<file path="src/rtl/lpif_phy_ctrl_if.sv">
// LPIF boundary bundle: link-layer state/beat signals plus the transmit
// req/ack handshake toward the serializer. The slave modport is the PHY
// controller; the master modport is its environment.
interface lpif_phy_ctrl_if #(
    parameter int LPIF_BUS_WIDTH = 32
) ();
    localparam int NB = LPIF_BUS_WIDTH / 8;

    logic [3:0]                lp_state_req;
    logic                      lp_force_detect;
    logic [3:0]                pl_state_sts;
    logic                      lp_irdy;
    logic [LPIF_BUS_WIDTH-1:0] lp_data;
    logic [NB-1:0]             lp_valid;
    logic [NB-1:0]             lp_tlp_start;
    logic [NB-1:0]             lp_tlp_end;
    logic [NB-1:0]             lp_dllp_start;
    logic [NB-1:0]             lp_dllp_end;
    logic                      pl_trdy;
    logic                      tx_req;
    logic                      tx_ack;
    logic [LPIF_BUS_WIDTH-1:0] tx_data;
    logic [NB-1:0]             tx_valid;
    logic [4*NB-1:0]           tx_ctrl;

    modport master (
        output lp_state_req, lp_force_detect, lp_irdy, lp_data, lp_valid,
               lp_tlp_start, lp_tlp_end, lp_dllp_start, lp_dllp_end, tx_ack,
        input  pl_state_sts, pl_trdy, tx_req, tx_data, tx_valid, tx_ctrl
    );

    modport slave (
        input  lp_state_req, lp_force_detect, lp_irdy, lp_data, lp_valid,
               lp_tlp_start, lp_tlp_end, lp_dllp_start, lp_dllp_end, tx_ack,
        output pl_state_sts, pl_trdy, tx_req, tx_data, tx_valid, tx_ctrl
    );
endinterface

</file>
<file path="src/rtl/lpif_phy_ctrl.sv">
// PHY-side LPIF responder: link state FSM, transmit beat FIFO and the
// req/ack hand-off to the transmit serializer.
module lpif_phy_ctrl #(
    parameter int LPIF_BUS_WIDTH = 32,
    parameter int FIFO_DEPTH     = 4
) (
    input  logic                 lclk,
    input  logic                 reset_n,
    lpif_phy_ctrl_if.slave       bus,
    input  logic                 ltssm_link_up,
    input  logic [2:0]           ltssm_speed,
    output logic [2:0]           pl_speed_mode,
    output logic                 ltssm_retrain_req,
    output logic                 ltssm_detect_req
);
    localparam int NB = LPIF_BUS_WIDTH / 8;
    localparam int AW = (FIFO_DEPTH > 1) ? $clog2(FIFO_DEPTH) : 1;
    localparam int CW = AW + 1;

    localparam logic [3:0] REQ_NOP       = 4'h0;
    localparam logic [3:0] REQ_ACTIVE    = 4'h1;
    localparam logic [3:0] REQ_L1        = 4'h4;
    localparam logic [3:0] REQ_LINKRESET = 4'h9;
    localparam logic [3:0] REQ_RETRAIN   = 4'hB;

    typedef enum logic [3:0] {
        ST_RESET     = 4'h0,
        ST_ACTIVE    = 4'h1,
        ST_L1        = 4'h4,
        ST_LINKRESET = 4'h9,
        ST_RETRAIN   = 4'hB
    } state_e;

    typedef struct packed {
        logic [LPIF_BUS_WIDTH-1:0] data;
        logic [NB-1:0]             valid;
        logic [4*NB-1:0]           ctrl;
    } beat_t;

    logic [1:0]    rst_sync_q;
    logic          rst_n;
    state_e        state_q, state_d;
    logic [2:0]    speed_q, speed_d;
    logic          retrain_q, retrain_d;
    logic          detect_q, detect_d;
    logic          l1_pend_q, l1_pend_d;
    logic          ret_seen_q, ret_seen_d;
    logic [AW-1:0] wr_ptr_q, wr_ptr_d, rd_ptr_q, rd_ptr_d;
    logic [CW-1:0] count_q, count_d;
    beat_t         mem_q [FIFO_DEPTH];
    beat_t         beat_in, head;
    logic          flush, push, pop;

    // Reset asserts asynchronously but releases only on an lclk edge.
    always_ff @(posedge lclk or negedge reset_n) begin
        if (!reset_n) rst_sync_q <= 2'b00;
        else          rst_sync_q <= {rst_sync_q[0], 1'b1};
    end
    assign rst_n = rst_sync_q[1];

    // Acceptance depends only on registered state so there is no path from
    // lp_irdy back to pl_trdy.
    assign bus.pl_trdy = (state_q == ST_ACTIVE) && (count_q < CW'(FIFO_DEPTH)) && !l1_pend_q;
    assign push        = bus.lp_irdy && bus.pl_trdy && (|bus.lp_valid);
    assign pop         = bus.tx_req && bus.tx_ack;

    assign beat_in.data  = bus.lp_data;
    assign beat_in.valid = bus.lp_valid;
    assign beat_in.ctrl  = {bus.lp_tlp_start, bus.lp_tlp_end, bus.lp_dllp_start, bus.lp_dllp_end};

    // Link state transitions, flush decision and LTSSM pulse requests.
    always_comb begin
        state_d    = state_q;
        flush      = 1'b0;
        retrain_d  = 1'b0;
        detect_d   = 1'b0;
        l1_pend_d  = 1'b0;
        ret_seen_d = (state_q == ST_RETRAIN);
        speed_d    = ltssm_link_up ? ltssm_speed : speed_q;
        if (bus.lp_force_detect) begin
            state_d  = ST_RESET;
            flush    = 1'b1;
            detect_d = 1'b1;
        end else begin
            case (state_q)
                ST_RESET: begin
                    if (bus.lp_state_req == REQ_ACTIVE && ltssm_link_up) state_d = ST_ACTIVE;
                end
                ST_ACTIVE: begin
                    if (bus.lp_state_req == REQ_RETRAIN) begin
                        state_d   = ST_RETRAIN;
                        retrain_d = 1'b1;
                    end else if (bus.lp_state_req == REQ_LINKRESET) begin
                        state_d = ST_LINKRESET;
                        flush   = 1'b1;
                    end else if (bus.lp_state_req == REQ_L1) begin
                        // L1 waits for the transmit buffer to drain; intake is
                        // blocked meanwhile so the drain terminates.
                        if (count_q == '0 && !push) state_d = ST_L1;
                        else                        l1_pend_d = 1'b1;
                    end else if (!ltssm_link_up) begin
                        // Entry to ACTIVE required link-up, so a low level here
                        // is the falling edge.
                        state_d = ST_RESET;
                        flush   = 1'b1;
                    end
                end
                ST_RETRAIN: begin
                    if (ltssm_link_up && ret_seen_q) state_d = ST_ACTIVE;
                end
                ST_L1: begin
                    if (bus.lp_state_req == REQ_ACTIVE) begin
                        state_d   = ST_RETRAIN;
                        retrain_d = 1'b1;
                    end
                end
                ST_LINKRESET: begin
                    if (bus.lp_state_req == REQ_NOP || bus.lp_state_req == REQ_ACTIVE) begin
                        state_d  = ST_RESET;
                        detect_d = 1'b1;
                    end
                end
                default: state_d = ST_RESET;
            endcase
        end
    end

    // FIFO pointer/occupancy update; a flush overrides any push or pop.
    always_comb begin
        wr_ptr_d = wr_ptr_q;
        rd_ptr_d = rd_ptr_q;
        count_d  = count_q;
        if (flush) begin
            wr_ptr_d = '0;
            rd_ptr_d = '0;
            count_d  = '0;
        end else begin
            if (push) wr_ptr_d = wr_ptr_q + AW'(1);
            if (pop)  rd_ptr_d = rd_ptr_q + AW'(1);
            count_d = count_q + CW'(push) - CW'(pop);
        end
    end

    // Control and status registers.
    always_ff @(posedge lclk or negedge rst_n) begin
        if (!rst_n) begin
            state_q    <= ST_RESET;
            speed_q    <= '0;
            retrain_q  <= 1'b0;
            detect_q   <= 1'b0;
            l1_pend_q  <= 1'b0;
            ret_seen_q <= 1'b0;
            wr_ptr_q   <= '0;
            rd_ptr_q   <= '0;
            count_q    <= '0;
        end else begin
            state_q    <= state_d;
            speed_q    <= speed_d;
            retrain_q  <= retrain_d;
            detect_q   <= detect_d;
            l1_pend_q  <= l1_pend_d;
            ret_seen_q <= ret_seen_d;
            wr_ptr_q   <= wr_ptr_d;
            rd_ptr_q   <= rd_ptr_d;
            count_q    <= count_d;
        end
    end

    // Beat storage; contents are don't-care while unoccupied.
    always_ff @(posedge lclk) begin
        if (push) mem_q[wr_ptr_q] <= beat_in;
    end

    assign head              = mem_q[rd_ptr_q];
    assign bus.tx_req        = (count_q != '0);
    assign bus.tx_data       = bus.tx_req ? head.data  : '0;
    assign bus.tx_valid      = bus.tx_req ? head.valid : '0;
    assign bus.tx_ctrl       = bus.tx_req ? head.ctrl  : '0;
    assign bus.pl_state_sts  = state_q;
    assign pl_speed_mode     = speed_q;
    assign ltssm_retrain_req = retrain_q;
    assign ltssm_detect_req  = detect_q;
endmodule

</file>
<file path="src/flat_wrapper.sv">
// flat-port wrapper written by rule: the top's interface ports become plain ports
module lpif_phy_ctrl_flat 
#(
    parameter int LPIF_BUS_WIDTH = 32,
    parameter int FIFO_DEPTH     = 4
)
  (lclk, reset_n, ltssm_link_up, ltssm_speed, pl_speed_mode, ltssm_retrain_req, ltssm_detect_req, bus_lp_state_req, bus_lp_force_detect, bus_lp_irdy, bus_lp_data, bus_lp_valid, bus_lp_tlp_start, bus_lp_tlp_end, bus_lp_dllp_start, bus_lp_dllp_end, bus_tx_ack, bus_pl_state_sts, bus_pl_trdy, bus_tx_req, bus_tx_data, bus_tx_valid, bus_tx_ctrl);
  lpif_phy_ctrl_if #(.LPIF_BUS_WIDTH(LPIF_BUS_WIDTH)) bus_i ();
  input  logic lclk;
  input  logic reset_n;
  input  logic ltssm_link_up;
  input  logic [2:0] ltssm_speed;
  output logic [2:0] pl_speed_mode;
  output logic ltssm_retrain_req;
  output logic ltssm_detect_req;
  input wire logic [$bits(bus_i.lp_state_req)-1:0] bus_lp_state_req;
  input wire logic [$bits(bus_i.lp_force_detect)-1:0] bus_lp_force_detect;
  input wire logic [$bits(bus_i.lp_irdy)-1:0] bus_lp_irdy;
  input wire logic [$bits(bus_i.lp_data)-1:0] bus_lp_data;
  input wire logic [$bits(bus_i.lp_valid)-1:0] bus_lp_valid;
  input wire logic [$bits(bus_i.lp_tlp_start)-1:0] bus_lp_tlp_start;
  input wire logic [$bits(bus_i.lp_tlp_end)-1:0] bus_lp_tlp_end;
  input wire logic [$bits(bus_i.lp_dllp_start)-1:0] bus_lp_dllp_start;
  input wire logic [$bits(bus_i.lp_dllp_end)-1:0] bus_lp_dllp_end;
  input wire logic [$bits(bus_i.tx_ack)-1:0] bus_tx_ack;
  output wire logic [$bits(bus_i.pl_state_sts)-1:0] bus_pl_state_sts;
  output wire logic [$bits(bus_i.pl_trdy)-1:0] bus_pl_trdy;
  output wire logic [$bits(bus_i.tx_req)-1:0] bus_tx_req;
  output wire logic [$bits(bus_i.tx_data)-1:0] bus_tx_data;
  output wire logic [$bits(bus_i.tx_valid)-1:0] bus_tx_valid;
  output wire logic [$bits(bus_i.tx_ctrl)-1:0] bus_tx_ctrl;
  assign bus_i.lp_state_req = bus_lp_state_req;
  assign bus_i.lp_force_detect = bus_lp_force_detect;
  assign bus_i.lp_irdy = bus_lp_irdy;
  assign bus_i.lp_data = bus_lp_data;
  assign bus_i.lp_valid = bus_lp_valid;
  assign bus_i.lp_tlp_start = bus_lp_tlp_start;
  assign bus_i.lp_tlp_end = bus_lp_tlp_end;
  assign bus_i.lp_dllp_start = bus_lp_dllp_start;
  assign bus_i.lp_dllp_end = bus_lp_dllp_end;
  assign bus_i.tx_ack = bus_tx_ack;
  assign bus_pl_state_sts = bus_i.pl_state_sts;
  assign bus_pl_trdy = bus_i.pl_trdy;
  assign bus_tx_req = bus_i.tx_req;
  assign bus_tx_data = bus_i.tx_data;
  assign bus_tx_valid = bus_i.tx_valid;
  assign bus_tx_ctrl = bus_i.tx_ctrl;
  lpif_phy_ctrl #(.LPIF_BUS_WIDTH(LPIF_BUS_WIDTH), .FIFO_DEPTH(FIFO_DEPTH)) u_core (.lclk(lclk), .reset_n(reset_n), .bus(bus_i), .ltssm_link_up(ltssm_link_up), .ltssm_speed(ltssm_speed), .pl_speed_mode(pl_speed_mode), .ltssm_retrain_req(ltssm_retrain_req), .ltssm_detect_req(ltssm_detect_req));
endmodule
</file>
<file path="config.mk">
export PLATFORM = sky130hd
export DESIGN_NAME = lpif_phy_ctrl_flat
export DESIGN_NICKNAME = d
export VERILOG_FILES = /design/src/rtl/lpif_phy_ctrl_if.sv /design/src/rtl/lpif_phy_ctrl.sv /design/src/flat_wrapper.sv
export SDC_FILE = /design/constraint.sdc
export NUM_CORES = 1
export LEC_CHECK = 0
export ABC_AREA = 1
export ABC_CLOCK_PERIOD_IN_PS = 2000
export CAP_MARGIN = 40
export CORE_ASPECT_RATIO = 0.75
export CORE_MARGIN = 5
export CORE_UTILIZATION = 57
export DETAILED_ROUTE_END_ITERATION = 12
export HOLD_SLACK_MARGIN = 0.15
export PLACE_DENSITY = 0.83
export SLEW_MARGIN = 20
export SYNTH_ARGS = -nofsm -noshare
export SYNTH_HDL_FRONTEND = slang
export SYNTH_SLANG_ARGS = --single-unit
</file>
<file path="constraint.sdc">
create_clock -name lclk -period 2 [get_ports lclk]
set_input_delay 0.3 -clock lclk [delete_from_list [all_inputs] [get_ports lclk]]
set_output_delay 0.3 -clock lclk [all_outputs]
set_load 0.01 [all_outputs]
</file>
* After elaboration in Yosys (flattened, before gate mapping)
Memory sizes are Yosys's and may differ from the RTL's.
Index checks and enable logic that the tools add are counted.
** Word-level totals
- Bits in registers :: 20
- Memory bits (writable) :: 208
- Input port bits :: 65
- Output and inout bits :: 63
- Word-level logic and storage cells :: 89
- Memories :: 1
** Memory list
- u_core.mem_q :: depth 4, bits a word 52, rd ports 1, clocked after memory_dff 0, wr ports 1, line lpif_phy_ctrl.sv:50 : beat_t mem_q [FIFO_DEPTH];
** Operators by class
- Add/sub/neg operators :: 4
- Magnitude comparators :: 1
- Equal/unequal tests :: 14
- Multiplexer cells :: 40
- Reduce and logical (&&, ||, !) cells :: 19
** Operators with widths (number)
- 4-bit two-way mux :: 11
- 32-bit two-way mux :: 1
- 1-bit two-way mux :: 20
- 4-bit one-hot mux with 5 select lines :: 1
- 4-bit == test, second input constant :: 4
- 16-bit two-way mux :: 1
- 6-bit inequality test, second input constant :: 2
- 3-bit by 2-bit inequality test with 1-bit output, second input constant :: 3
- 4-bit by 1-bit == test with 1-bit output, second input constant :: 2
- 4-bit by 3-bit == test with 1-bit output, second input constant :: 2
- 1-bit logical AND :: 8
- 4-bit logical NOT :: 2
- 2-bit two-way mux :: 4
- 6-bit AND reduction :: 1
- 2-bit by 1-bit adder with 2-bit output, second input constant :: 2
- 2-bit nonzero test :: 2
- 4-bit OR reduction :: 1
- 3-bit by 1-bit adder with 3-bit output :: 1
- 3-bit logical NOT :: 1
- 3-bit < comparator, second input constant :: 1
- 3-bit two-way mux :: 1
- 3-bit inequality test, second input constant :: 1
- 3-bit nonzero test :: 1
- 3-bit by 1-bit subtractor with 3-bit output :: 1
- other kinds (3) :: 4

* Logic depth before layout (Yosys ltp)
Gate-level depths: netlist of run 1.
- Depth in word-level cells :: 13
- Mapped depth :: 10
- Mapped depth without buffers :: 10

* Worst setup path before layout of run 1
Ideal clock, no wire load.
- Kind :: register -> register
- From :: register u_core.state_q[3], in the netlist u_core.bus.pl_state_sts[3]
- To :: memory u_core.mem_q[0][0] (netlist bit), enable pin
- Library setup time :: 462 ps
- Data arrival time :: 3169 ps
- Path slack :: -1630 ps
- Cell stages (with the launch flop) :: 6
- Buffers on the path :: 0
- Period minus slack after synthesis :: 3630 ps
- Cell sequence :: dfrtp_1 -> nor2_2 -> nand2_4 -> nor2_4 -> nand2_4 -> nor2_1
** Between the ends
- Longest elaborated chain between the ends :: 7
** RTL lines
- start: declaration :: line lpif_phy_ctrl.sv:42 : state_e state_q, state_d;
- start signal: assignment :: line lpif_phy_ctrl.sv:157 : state_q <= state_d;
- 4-bit by 1-bit == test with 1-bit output :: line lpif_phy_ctrl.sv:63 : assign bus.pl_trdy = (state_q == ST_ACTIVE) && (count_q < CW'(FIFO_DEPTH)) && !l1_pend_q;
- 1-bit logical AND (2 in series) :: line lpif_phy_ctrl.sv:63
- named net bus_pl_trdy :: line flat_wrapper.sv:27 : output wire logic [$bits(bus_i.pl_trdy)-1:0] bus_pl_trdy;
- 1-bit logical AND (2 in series) :: line lpif_phy_ctrl.sv:64 : assign push = bus.lp_irdy && bus.pl_trdy && (|bus.lp_valid);
- 1-bit two-way mux :: line lpif_phy_ctrl.sv:171 : if (push) mem_q[wr_ptr_q] <= beat_in;
- 1-bit two-way mux (implied by the code) :: line lpif_phy_ctrl.sv:171
- end: declaration :: line lpif_phy_ctrl.sv:50
The timed path passes the listed nets, and every way through them passes these cells.

* Final worst setup path of run 1
- From :: register u_core.rd_ptr_q[0]
- To :: output port bus_tx_ctrl[13]
** Between the ends
- Longest elaborated chain between the ends :: 2
** RTL lines
- start: declaration :: line lpif_phy_ctrl.sv:48 : logic [AW-1:0] wr_ptr_q, wr_ptr_d, rd_ptr_q, rd_ptr_d;
- start signal: assignment :: line lpif_phy_ctrl.sv:164 : rd_ptr_q <= rd_ptr_d;
- memory read 4 x 52 bit
- 16-bit two-way mux :: line lpif_phy_ctrl.sv:178 : assign bus.tx_ctrl = bus.tx_req ? head.ctrl : '0;
- end: declaration :: line flat_wrapper.sv:31 : output wire logic [$bits(bus_i.tx_ctrl)-1:0] bus_tx_ctrl;
No other way between the ends.

==> run metrics, run 1 <==
ANT nets after route=0; Worst Skew=approximately 0.0081 ns; vias in the first global route=6440; minimum clock period=2.32 ns; Distinct cells, synth=30; synth top area cells=edfxtp_1 (68%), nor2_1 (9.3%), o21ai_0 (5.7%); clock sink count=about 230; H-tree Lvls=1; Skew-Pair Late Insertion Delay=between 0.4 and 0.5 ns; Period Utilization, post-route=1.16; CTS max path bufs=3; Post-synth EDFFs=around 210; # placed instances=around 1.1k; worst-path maximum fanout=6; wire per inst=20.2 um; Multi-input gate area=approximately 2700 sq um; final-layout fill cell count=854; dpl hpwl=12.8 mm; failing checks=negative setup slack; port bufs=between 100 and 150; Slew Viols, Final=0; Tot GR Track Use=0.229; chain of cells forming the critical path=buf_8 > buf_12 > nor2_4 > nor2_1 > o21ai_1 > a21oi_1 > buf_2; WS Path Type=flop to output port; unrepaired setup endpoints after global routing=true; total power=around 15 mW; nets@finish=1037; Setup Viol. Count Final=52; first-pass GRT wire length=between 30 and 40 mm; pwr/cell area=around 1200 nW/um^2; register area=roughly 6800 sq um; sequential area share after synthesis=0.731; Cells after Synth=about 780; Lkg Pwr=~4.7 nW; total CTS buffers=21; vias per inst=around 5.6; non-filler cells in the finished layout=approximately 1.2k; CTS clk-pin slew, worst paths=around 0.07 ns; dominant cell type by area after synthesis=edfxtp_1; Mapped Avg Cell Area=approximately 12 sq um; layout cells sized above 1=0.301; Final Worst Setup Slack=-0.316 ns; routability-driven placement congestion ratio=between 0.8 and 0.9; Worst setup SP type=flop; fmax=~430 MHz; syn nets=about 850; # Max-Cap Violations=0; Initial Util=0.578; Ys Warns=0; count leader, synth=nor2_1; Worst path max stage delay=0.53 ns; top cell type's share of synthesized area=0.677; DRT Wirelength=roughly 24 mm; Setup crit end kind=output port; die width=between 150 and 200 um; Hold/Removal Path Class=flop to async pin; DRC errors left=0; WP data required=approximately 1.7 ns; Site Rows=40; vias post-DR=around 6.7k; largest net degree at the start of global routing=28; Post-Synthesis Cell Area=9220 sq um; total global routing overflow=0; core area=16000 sq um; Synth async-reset ratio=0.0877; Post-synth top flop=edfxtp_1; die height=about 120 um; die footprint=18900 sq um; Root Buffer=clkbuf_16; initial antenna violation count=1; Area Growth Syn to Fin=37.6%; total I/O pin count=around 130; CP max stage cell=dfrtp_4; most instantiated cells after synthesis=nor2_1 (228), edfxtp_1 (208), o21ai_0 (105); Synth Register Bits=roughly 230; first-pass iteration count of the detailed router=5; CTS tree=done; ant diodes=0; status=complete, but fails checks; CP arrival=2.02 ns; worst vdd ir=roughly 0.73 mV; Final Hold Fails=0; First DRT Iteration DRCs=624
[registers in the layout (all words and copies together), names as in the netlist, 2 cells and up]
name / count
u_core.mem_q: 208
u_core.bus.pl_state_sts: 4
u_core.count_q: 3
u_core.pl_speed_mode: 3
u_core.rd_ptr_q: 2
u_core.rst_sync_q: 2
u_core.wr_ptr_q: 2
[timing repair]
action	CTS	global route
gates resized for setup	243	224
pin swaps	24	95
endpoints found under the setup margin	56	55
cloned	5	12
endpoints found under the hold margin	2	1
setup buffers	7	11
hold buffers	1	1
[layout by cell type (no fill, tap or decap), types with 2 or more instances in the layout]
cell type          n
a21oi_1           45
a21oi_2           12
buf_12            23
buf_16             4
buf_2             51
buf_4             29
buf_6              5
buf_8              6
bufinv_16          3
clkbuf_1           6
clkbuf_16         31
clkdlybuf4s50_1   73
clkinv_1           6
dfrtp_1           14
dfrtp_2            5
dlygate4sd3_1      2
edfxtp_1         208
ha_1               4
inv_1             26
inv_2              7
nand2_1           44
nand2_4            4
nand3_1            6
nand4_1            5
nor2_1           140
nor2_2            60
nor2_4            34
o21ai_0           22
o21ai_1           76
o21ai_2            8
xnor2_1            2
[worst max-delay path, delay by kind of cell, from the launching register on]
kind / cells / cell delay (ns)
AND/OR/NAND/NOR: 2 / 0.18
flip-flops: 1 / 0.53
buffers and inverters: 3 / 0.50
AO/OA/AOI/OAI: 2 / 0.32
[layer usage]
layer | vias up | wire, um | track usage
met5 | - | 13 | 0
met4 | 2 | 476 | 0.0477
met3 | 38 | 2270 | 0.0397
met2 | 364 | 11900 | 0.386
met1 | 3200 | 9430 | 0.316
li1 | 3074 | - | -
[power breakdown]
group | total [mW] | internal, mW | switching, mW
clock network | 3.93 | 2.31 | 1.62
registers | 5.67 | 5.51 | 0.154
logic | 5.85 | 2.56 | 3.29
[kinds of logic (layout without fill, tap and decap cells)]
group,Yosys count,count (layout),share of synthesized area
compound gates,165,165,0.0906
xor+xnor,2,2,0.00190
fa+ha+maj,7,7,0.0103
buf+inv,73,276,0.0323
flops,228,228,0.731
other cells,1,1,0.000407
simple gates,300,300,0.133
[worst paths after layout]
kind	from	cells after the start	to	slack, ns
max in group asynchronous	u_core.rst_sync_q[1]	1	u_core.pl_speed_mode[2]	1.27
worst min register to register	u_core.rst_sync_q[1]	1	u_core.ret_seen_q	0.22
worst min-delay path	u_core.rst_sync_q[1]	1	u_core.ret_seen_q	0.22
worst max-delay path	u_core.rd_ptr_q[0]	7	bus_tx_ctrl[13]	-0.32
min in group lclk	ltssm_speed[0]	3	u_core.pl_speed_mode[0]	0.37
worst max register to register	u_core.count_q[1]	10	u_core.count_q[2]	0.08
[final cells by class]
type | count | share of cell area
sequential | 228 | 0.532
multi-input combinational | 475 | 0.210
timing repair buffer | 205 | 0.174
clock buffer | 27 | 0.0432
tap | 210 | 0.0207
inverter | 34 | 0.0106
clock inverter | 10 | 0.00927
[per-stage QoR]
step / worst slack (ns) / TNS (ns) / hold slack (ns) / area, sq um / util
2_1_floorplan: -0.176 / -32.99 / 0.00441 / 9260 / -
3_3_place_gp: -0.124 / -6.01 / 0.324 / 11200 / 0.701
3_5_place_dp: -0.163 / -8.33 / 0.351 / 11200 / 0.701
4_1_cts: -0.251 / -9.98 / 0.351 / 12000 / 0.750
5_1_grt: -0.370 / -12.93 / 0.258 / 12700 / 0.795
6_report: -0.316 / -8.90 / 0.225 / 12700 / 0.795
Note: power is estimated with default switching activity, not from simulation.
==> inputs of run 2 (changes only) <==
- GPL_TIMING_DRIVEN: default -> 0
==> run 2 against run 1 <==
The flow still finishes with violations (negative setup slack). Total power is 1.7% higher. Worst setup slack better by 0.023 ns. Final area hardly changed. Critical path type unchanged. Critical endpoint is now bus_tx_data[31]. Largest cell class unchanged.
==> run metrics, run 2 (same netlist as run 1, synthesis figures left out) <==
vias post-DR=7002 (was 6678); routability-driven placement congestion ratio=0.813 (was 0.824); DRT Wirelength=26.1 mm (was 24.1 mm); die footprint=18900 sq um (unchanged); unrepaired setup endpoints after global routing=true (unchanged); die width=157 um (unchanged); CTS clk-pin slew, worst paths=0.07 ns (about the same); nets@finish=1049 (was 1037); vias per inst=5.83 (was 5.62); vias in the first global route=6686 (was 6440); Layout Utilization=0.794 (was 0.795); Area Growth Syn to Fin=37.5% (was 37.6%); Final Worst Setup Slack=-0.293 ns (was -0.316 ns); final-layout fill cell count=844 (was 854); Site Rows=40 (unchanged); total global routing overflow=0 (unchanged); Setup Viol. Count Final=52 (unchanged); CTS max path bufs=3 (unchanged); total CTS buffers=22 (was 21); layout cells sized above 1=0.271 (was 0.301); Skew-Pair Late Insertion Delay=0.51 ns (was 0.48 ns); Worst setup SP type=flop (unchanged); failing checks=negative setup slack (unchanged); minimum clock period=2.29 ns (was 2.32 ns); Final Hold Fails=0 (unchanged); fmax=436 MHz (was 432 MHz); wire per inst=21.7 um (was 20.2 um); # Max-Cap Violations=0 (unchanged); max reg flops=208 (unchanged); hold slack=0.224 ns (was 0.225 ns); ant diodes=0 (unchanged); DRC errors left=0 (unchanged); worst vdd ir=0.902 mV (was 0.725 mV); initial antenna violation count=0 (was 1); die height=120 um (unchanged); port bufs=127 (unchanged); First DRT Iteration DRCs=800 (was 624); WP data required=1.70 ns (about the same); first-pass GRT wire length=36.9 mm (was 33.5 mm); core area=16000 sq um (unchanged); most common cell after layout, fill and taps aside=edfxtp_1 (unchanged); H-tree Lvls=1 (unchanged); WS Path Type=flop to output port (unchanged); most frequent cells in the layout=edfxtp_1 (208), nor2_1 (193), clkdlybuf4s50_1 (74) (was edfxtp_1 (208), nor2_1 (140), o21ai_1 (76)); total power=15.7 mW (was 15.5 mW); Root Buffer=clkbuf_16 (unchanged); first-pass iteration count of the detailed router=5 (unchanged); clock sink count=228 (unchanged); CTS tree=done (unchanged); Initial Util=0.578 (unchanged); Lkg Pwr=4.76 nW (was 4.67 nW); worst-path maximum fanout=7 (was 6); Period Utilization, post-route=1.15 (was 1.16); Hold/Removal Path Class=flop to async pin (unchanged); Setup crit end kind=output port (unchanged); pwr/cell area=1240 nW/um^2 (was 1220 nW/um^2); largest net degree at the start of global routing=24 (was 28); Slew Viols, Final=0 (unchanged); total I/O pin count=128 (unchanged); dpl hpwl=14.2 mm (was 12.8 mm); Top reg by flops=u_core.mem_q (unchanged); status=complete, but fails checks (unchanged); ANT nets after route=0 (unchanged); Worst Skew=0.0138 ns (was 0.00811 ns); CP arrival=1.99 ns (was 2.02 ns); Tot GR Track Use=0.256 (was 0.229); pre-CTS setup slack=-0.561 ns (was -0.163 ns)
[run 2: final cells by class]
| type | instances | area (sq um) | share of cell area |
|---|---|---|---|
| Clock inverter | 11 | 124 | 0.00977 |
| Timing Repair Buffer | 177 | 1730 | 0.136 |
| Buffer | 39 | 561 | 0.0442 |
| Tap cell | 210 | 263 | 0.0207 |
| Clock buffer | 28 | 624 | 0.0492 |
| Inverter | 34 | 143 | 0.0112 |
| Sequential cell | 228 | 6750 | 0.532 |
| Multi-Input combinational cell | 475 | 2490 | 0.196 |
[run 2: final timing paths]
kind / start / endpoint / slack [ns] / cells after the start
max: u_core.rd_ptr_q[0] / bus_tx_data[31] / -0.29 / 8
min: u_core.rst_sync_q[1] / u_core.pl_speed_mode[2] / 0.22 / 1
max reg2reg: u_core.count_q[1] / u_core.count_q[1] / 0.05 / 10
min reg2reg: u_core.rst_sync_q[1] / u_core.pl_speed_mode[2] / 0.22 / 1
max in group asynchronous: u_core.rst_sync_q[1] / u_core.count_q[0] / 1.06 / 1
min in group lclk: ltssm_speed[0] / u_core.pl_speed_mode[0] / 0.33 / 3
[run 2: repair_timing]
item	in CTS	in global routing
hold buffers	1	1
cloned	7	2
pin swaps	46	41
hold endpoints to repair	2	4
setup buffers	24	7
gates resized for setup	397	94
endpoints found under the setup margin	192	55
[run 2: critical path, cell delays in order (launching register included)]
cell and delay (ns):
dfrtp_1 0.34, buf_6 0.15, buf_12 0.16, buf_4 0.15, nor2_1 0.06, nor2_1 0.09
o21ai_0 0.12, a21oi_1 0.23, buf_2 0.18
[run 2: stage by stage]
| stage | area (sq um) | TNS, ns | instances |
|---|---|---|---|
| floorplan | 9260 | -32.99 | 776 |
| global placement | 10800 | -239.55 | 1113 |
| detailed placement | 11000 | -111.07 | 1121 |
| CTS | 12400 | -7.46 | 1192 |
| global route | 12700 | -11.79 | 1202 |
| finish | 12700 | -7.91 | 1202 |
[run 2: where the power goes]
| part | total, mW | internal, mW | switching (mW) |
|---|---|---|---|
| clock | 4.30 | 2.58 | 1.72 |
| sequential | 5.63 | 5.51 | 0.121 |
| combinational | 5.78 | 2.41 | 3.37 |
[run 2: routing by layer]
metal	vias up	GRT usage	wire length (um)
met4	0	0.0683	656
met5	-	0	0
li1	3104	-	-
met2	480	0.414	13000
met1	3362	0.357	9670
met3	56	0.0526	2840
